`config.mk`:
```
export PLATFORM = sky130hd
export DESIGN_NAME = tag_array_ctrl
export DESIGN_NICKNAME = d
export VERILOG_FILES = /design/src/rtl/tag_array_ctrl.sv
export SDC_FILE = /design/constraint.sdc
export NUM_CORES = 1
export LEC_CHECK = 0
export CORE_MARGIN = 2
export CORE_UTILIZATION = 39
export DETAILED_ROUTE_END_ITERATION = 10
export GPL_ROUTABILITY_DRIVEN = 0
export PLACE_DENSITY = 0.93
export SKIP_LAST_GASP = 1
export SLEW_MARGIN = 30
export SYNTH_ARGS = -nofsm -noshare
export SYNTH_HDL_FRONTEND = slang
export SYNTH_SLANG_ARGS = --single-unit
export TNS_END_PERCENT = 10
```
`constraint.sdc`:
```
create_clock -name clock -period 2.2 [get_ports clock]
set_clock_uncertainty 0.1 [all_clocks]
set_input_delay 0.33 -clock clock [delete_from_list [all_inputs] [get_ports clock]]
set_output_delay 0.33 -clock clock [all_outputs]
set_load 0.05 [all_outputs]
```
`src/rtl/tag_array_ctrl.sv`:
```
// Controller for a 4-way two-port tag SRAM: clears every set after reset,
// then serves tag lookups and refills with victim selection.
module tag_array_ctrl #(
  parameter  int SETS  = 512,
  parameter  int WAYS  = 4,
  parameter  int TAG_W = 18,
  localparam int SET_W = $clog2(SETS),
  localparam int WAY_W = $clog2(WAYS),
  localparam int ENT_W = TAG_W + 1
) (
  input  logic             clock,
  input  logic             reset,
  input  logic             req_valid,
  output logic             req_ready,
  input  logic [SET_W-1:0] req_set,
  input  logic [TAG_W-1:0] req_tag,
  output logic             resp_valid,
  output logic             resp_hit,
  output logic [WAY_W-1:0] resp_way,
  input  logic             refill_valid,
  output logic             refill_ready,
  input  logic [SET_W-1:0] refill_set,
  input  logic [TAG_W-1:0] refill_tag,
  output logic             refill_done,
  output logic [WAY_W-1:0] refill_way,
  output logic             init_done,
  output logic [SET_W-1:0] arr_r_addr,
  input  logic [ENT_W-1:0] arr_r_data_0,
  input  logic [ENT_W-1:0] arr_r_data_1,
  input  logic [ENT_W-1:0] arr_r_data_2,
  input  logic [ENT_W-1:0] arr_r_data_3,
  output logic             arr_w_en,
  output logic [SET_W-1:0] arr_w_addr,
  output logic [ENT_W-1:0] arr_w_data_0,
  output logic [ENT_W-1:0] arr_w_data_1,
  output logic [ENT_W-1:0] arr_w_data_2,
  output logic [ENT_W-1:0] arr_w_data_3,
  output logic [WAYS-1:0]  arr_w_maskOH
);

  typedef enum logic [1:0] {
    S_INIT   = 2'd0,
    S_IDLE   = 2'd1,
    S_LOOKUP = 2'd2,
    S_RF_WR  = 2'd3
  } state_e;

  state_e           state_q, state_d;
  logic [SET_W-1:0] init_cnt_q, init_cnt_d;
  logic [SET_W-1:0] set_q, set_d;
  logic [SET_W-1:0] r_addr_q, r_addr_d;
  logic [TAG_W-1:0] tag_q, tag_d;
  logic [WAY_W-1:0] victim_cnt_q, victim_cnt_d;

  logic [ENT_W-1:0] rd_s [WAYS];
  logic [ENT_W-1:0] wd_s [WAYS];
  logic [WAYS-1:0]  valid_s;
  logic [WAYS-1:0]  hit_s;
  logic [WAY_W-1:0] victim_s;

  // Index of the lowest set bit; 0 when no bit is set.
  function automatic logic [WAY_W-1:0] lowest_one(input logic [WAYS-1:0] v);
    logic [WAY_W-1:0] idx;
    idx = '0;
    for (int i = WAYS - 1; i >= 0; i--) begin
      idx = v[i] ? WAY_W'(i) : idx;
    end
    return idx;
  endfunction

  assign rd_s[0] = arr_r_data_0;
  assign rd_s[1] = arr_r_data_1;
  assign rd_s[2] = arr_r_data_2;
  assign rd_s[3] = arr_r_data_3;

  assign arr_w_data_0 = wd_s[0];
  assign arr_w_data_1 = wd_s[1];
  assign arr_w_data_2 = wd_s[2];
  assign arr_w_data_3 = wd_s[3];

  assign arr_r_addr = r_addr_d;
  assign init_done  = (state_q != S_INIT);

  // Per-way valid and tag-match decode of the array read data.
  always_comb begin
    valid_s = '0;
    hit_s   = '0;
    for (int i = 0; i < WAYS; i++) begin
      valid_s[i] = rd_s[i][TAG_W];
      hit_s[i]   = rd_s[i][TAG_W] && (rd_s[i][TAG_W-1:0] == tag_q);
    end
  end

  // Victim: first empty way, otherwise the round-robin counter.
  always_comb begin
    if (&valid_s) begin
      victim_s = victim_cnt_q;
    end else begin
      victim_s = lowest_one(~valid_s);
    end
  end

  // Next-state and output decode.
  always_comb begin
    state_d      = state_q;
    init_cnt_d   = init_cnt_q;
    set_d        = set_q;
    tag_d        = tag_q;
    r_addr_d     = r_addr_q;
    victim_cnt_d = victim_cnt_q;
    req_ready    = 1'b0;
    refill_ready = 1'b0;
    resp_valid   = 1'b0;
    resp_hit     = 1'b0;
    resp_way     = '0;
    refill_done  = 1'b0;
    refill_way   = '0;
    arr_w_en     = 1'b0;
    arr_w_addr   = '0;
    arr_w_maskOH = '0;
    for (int i = 0; i < WAYS; i++) begin
      wd_s[i] = '0;
    end

    case (state_q)
      S_INIT: begin
        arr_w_en     = 1'b1;
        arr_w_addr   = init_cnt_q;
        arr_w_maskOH = '1;
        init_cnt_d   = init_cnt_q + {{(SET_W-1){1'b0}}, 1'b1};
        if (init_cnt_q == SET_W'(SETS - 1)) begin
          state_d = S_IDLE;
        end else begin
          state_d = S_INIT;
        end
      end

      S_IDLE: begin
        refill_ready = 1'b1;
        req_ready    = !refill_valid;
        if (refill_valid) begin
          r_addr_d = refill_set;
          set_d    = refill_set;
          tag_d    = refill_tag;
          state_d  = S_RF_WR;
        end else if (req_valid) begin
          r_addr_d = req_set;
          tag_d    = req_tag;
          state_d  = S_LOOKUP;
        end else begin
          state_d = S_IDLE;
        end
      end

      S_LOOKUP: begin
        resp_valid = 1'b1;
        resp_hit   = |hit_s;
        resp_way   = lowest_one(hit_s);
        req_ready  = !refill_valid;
        // A new accept here pipelines the next lookup behind this response.
        if (req_valid && !refill_valid) begin
          r_addr_d = req_set;
          tag_d    = req_tag;
          state_d  = S_LOOKUP;
        end else begin
          state_d = S_IDLE;
        end
      end

      S_RF_WR: begin
        arr_w_en     = 1'b1;
        arr_w_addr   = set_q;
        arr_w_maskOH = {{(WAYS-1){1'b0}}, 1'b1} << victim_s;
        for (int i = 0; i < WAYS; i++) begin
          wd_s[i] = (WAY_W'(i) == victim_s) ? {1'b1, tag_q} : {ENT_W{1'b0}};
        end
        refill_done = 1'b1;
        refill_way  = victim_s;
        if (&valid_s) begin
          victim_cnt_d = victim_cnt_q + {{(WAY_W-1){1'b0}}, 1'b1};
        end else begin
          victim_cnt_d = victim_cnt_q;
        end
        state_d = S_IDLE;
      end

      default: begin
        state_d = S_INIT;
      end
    endcase
  end

  // State and datapath registers.
  always_ff @(posedge clock or negedge reset) begin
    if (!reset) begin
      state_q      <= S_INIT;
      init_cnt_q   <= '0;
      set_q        <= '0;
      tag_q        <= '0;
      r_addr_q     <= '0;
      victim_cnt_q <= '0;
    end else begin
      state_q      <= state_d;
      init_cnt_q   <= init_cnt_d;
      set_q        <= set_d;
      tag_q        <= tag_d;
      r_addr_q     <= r_addr_d;
      victim_cnt_q <= victim_cnt_d;
    end
  end

endmodule
```
==> impl_metrics.tcl <==
set metrics [dict create \
    cts_root_buf "clkbuf_8" \
    cp_cell_sequence "clkdlybuf4s50_1 -> xnor2_1 -> nand4_1 -> nor4_1 -> nand4_1 -> buf_4 -> a21oi_2 -> buf_12" \
    cts_max_path_buffers 2 \
    endpoint_kind "output pin" \
    die_y_microns 109 \
    crit_arrival_ns 2.45 \
    fmax_mhz 348 \
    die_x_microns 109 \
    worstPathRequired_ns 1.77 \
    cts_tree "built" \
    period_minus_slack_ns 2.88 \
    cts_sinks 49 \
    hp-class "in2async" \
    place_area_sq_mm 0.00829 \
    ios 243 \
    r2r_slack_ns 0.09 \
    core_area_sq_mm 0.0108 \
    nets 924 \
    pwr_density_cell_mw_per_mm2 227 \
    start_kind "input pin" \
    setup_viol 102 \
    maxCapViolCount 0 \
    synth_cell_types 45 \
    wl_microns 25700 \
    worstSetupEndpoint "resp_way[0]" \
    crit_path_max_incr_delay_ns 0.53 \
    routed_via_density 6.11 \
    drc_errors 0 \
    fin_area_sq_mm 0.00883 \
    clk_pin_slew_ns 0.11 \
    drt-wirelength-per-cell_microns 27.8 \
    dpl.hpwl_microns 17300 \
    firstDrtPassIters 7 \
    cp.depth 8 \
    critPathKind "in2out" \
    violations "negative setup slack" \
    crit_family "buffers and inverters" \
    rsz0062_at_grt "true" \
    post-place-ws_ns -0.647 \
    crit_slowest_cell "clkdlybuf4s50_1" \
    grt_max_degree 50 \
    start_util_pct 39.6 \
    hold_viol_final 0 \
    synth_seq_cells 49 \
    cp_max_fo 3 \
    rr_startpoint "state_q[1]" \
    slew_viol_final 0 \
    grt_pass1_wl_microns 33300 \
    dieArea_sq_mm 0.0118 \
    maxSlewHeadroom_pct 57.0 \
    htreeDepth 2 \
    path_buf_inv 3 \
    clk_latency_ns 0.32 \
    numCtsBuffers 5 \
    synthToLayoutAreaGrowth_pct 106 \
    drtAntennaViolNets 0 \
    rr_endpoint "tag_q[1]" \
    rows 38 \
    overflow 0 \
    track_usage_pct 38.3 \
    layout-drive-gt1-share_pct 40.1 \
    p_total_mw 2.01 \
    fin_crit_sh_pct 131 \
    seq_area_frac_synth_pct 28.7 \
    netlist_area_sq_mm 0.00428 \
    layout_setup_ws_ns -0.675 \
    power.leakage_nw 3.84 \
    path_common_cell "nand4_1" \
    port_buffers 242 \
    worstMarginPinSlew_ns 0.644 \
    worst-r2r-cell-count 7 \
    drt_iter0_drc 818 \
    antenna_found_initial 2 \
    grt_pass1_vias 5674 \
    startpoint "arr_r_data_1[0]" \
    yosys_warnings 0 \
    vias 5659 \
    avgSynthCellArea_sq_um 8.75 \
    status "complete, but fails checks" \
    syn_inst 489 \
    peakVddDrop_mv 0.264 \
    syn_nets 630 \
]
==> cells in the mapped netlist, drive strengths merged <==
cell | count | area [sq um]
o21ai | 11 | 55.1
ha | 7 | 87.6
nor3 | 6 | 30.0
a2bb2oi | 1 | 8.76
o21a | 2 | 15.0
inv | 19 | 71.3
nor2 | 45 | 179
a22oi | 18 | 135
a31oi | 1 | 6.26
nor3b | 1 | 12.5
dfrtp | 49 | 1230
nand2 | 26 | 97.6
or2 | 1 | 6.26
xnor2 | 56 | 513
nand3 | 4 | 20.0
mux2i | 27 | 270
o211ai | 1 | 7.51
o22ai | 1 | 6.26
and2 | 73 | 462
clkbuf | 10 | 48.8
and3 | 2 | 12.5
xor2 | 25 | 234
buf | 33 | 251
o221ai | 9 | 78.8
nor2b | 1 | 6.26
a21oi | 24 | 124
a31o | 1 | 8.76
nor4 | 6 | 58.8
and3b | 1 | 8.76
mux2 | 11 | 124
nand4 | 17 | 113
==> layer usage <==
layer / vias up / track usage (%) / share of wire [%]
met1: 2636 / 39.6 / 30
met4: 0 / 25.1 / 10
met5: - / 0 / 0
li1: 2225 / - / -
met3: 213 / 9.92 / 12
met2: 585 / 68.3 / 48
==> cell families (layout without fill, tap and decap cells) <==
| group | count (synthesis) | after routing | synth area share [%] |
|---|---|---|---|
| xor+xnor | 81 | 81 | 17.5 |
| other cells | 0 | 2 | 0 |
| simple gates | 183 | 183 | 23.5 |
| fa+ha+maj | 7 | 7 | 2.05 |
| flops | 49 | 49 | 28.7 |
| mux | 38 | 38 | 9.21 |
| compound gates | 69 | 69 | 10.4 |
| buf+inv | 62 | 357 | 8.69 |
==> worst min path at each step <==
stage	to	slack, ns	cells past startpoint
global route	init_cnt_q[4]	0.05	2
floorplan	init_cnt_q[0]	-0.07	0
CTS	init_cnt_q[4]	0.03	2
global placement	init_cnt_q[6]	0.36	2
finish	init_cnt_q[4]	0.001	2
detailed placement	init_cnt_q[5]	0.37	2
==> final cells by class <==
class	count	area, sq um
timing repair buffer	330	4090
multi-input combinational	378	3160
fill	470	1960
sequential	49	1240
tap	140	175
inverter	19	75.1
clock buffer	5	68.8
clock inverter	3	21.3
antenna	2	5.00
==> per-stage QoR <==
stage / hold slack [ns] / std cells / TNS, ns / util (%)
floorplan: -0.0656 / 489 / -4.83 / -
global placement: 0.363 / 890 / -18.56 / 76.8
detailed placement: 0.368 / 890 / -31.02 / 76.8
CTS: 0.0287 / 912 / -31.07 / 79.1
global route: 0.0547 / 926 / -40.54 / 81.8
finish: 0.00146 / 926 / -39.16 / 81.8
==> cell usage in the layout, fill, tap and decap left out, types with 4 or more instances in the layout <==
master,netlist,layout
nand2_1,26,26
nor2_4,1,6
nor2_1,43,31
o221ai_4,0,9
nand4_1,16,16
inv_1,19,18
xnor2_2,3,11
and2_2,4,18
mux2i_1,27,27
xor2_1,23,21
buf_4,1,86
o21ai_0,11,9
buf_2,15,4
dfrtp_2,0,10
a22oi_1,18,18
mux2_2,11,11
a21oi_1,23,20
buf_6,14,7
xor2_2,2,4
clkdlybuf4s50_1,0,130
clkbuf_8,1,5
and2_4,0,5
nor3_1,6,4
xnor2_1,53,44
ha_1,7,4
and2_1,69,50
nor2_2,1,8
buf_12,0,100
dfrtp_1,49,39
==> worst register-to-register path, cell delays in order, from the launching register on <==
cell     delay [ns]
dfrtp_1        0.46
buf_4          0.17
ha_2           0.18
buf_4          0.18
nor2_4         0.15
buf_12         0.19
mux2i_1        0.37
a21oi_1        0.18
==> sequential cells by signal (all words and copies together), names as in the netlist <==
signal and cells:
set_q 9, tag_q 18, state_q 2, r_addr_q 9, init_cnt_q 9, victim_cnt_q 2
==> timing repair <==
| item | CTS | global route |
|---|---|---|
| gates resized for setup | 18 | 41 |
| pin swaps | 8 | 19 |
| endpoints found under the setup margin | 92 | 99 |
| buffers inserted | 12 | 11 |
| hold buffers | 0 | 0 |
| gates cloned | 2 | 1 |
| endpoints found under the hold margin | 0 | 0 |
==> power breakdown <==
part | internal [mW] | switching, mW
logic | 0.308 | 0.217
clock network | 0.227 | 0.354
registers | 0.900 | 0
Note: power is estimated with default switching activity, not from simulation.
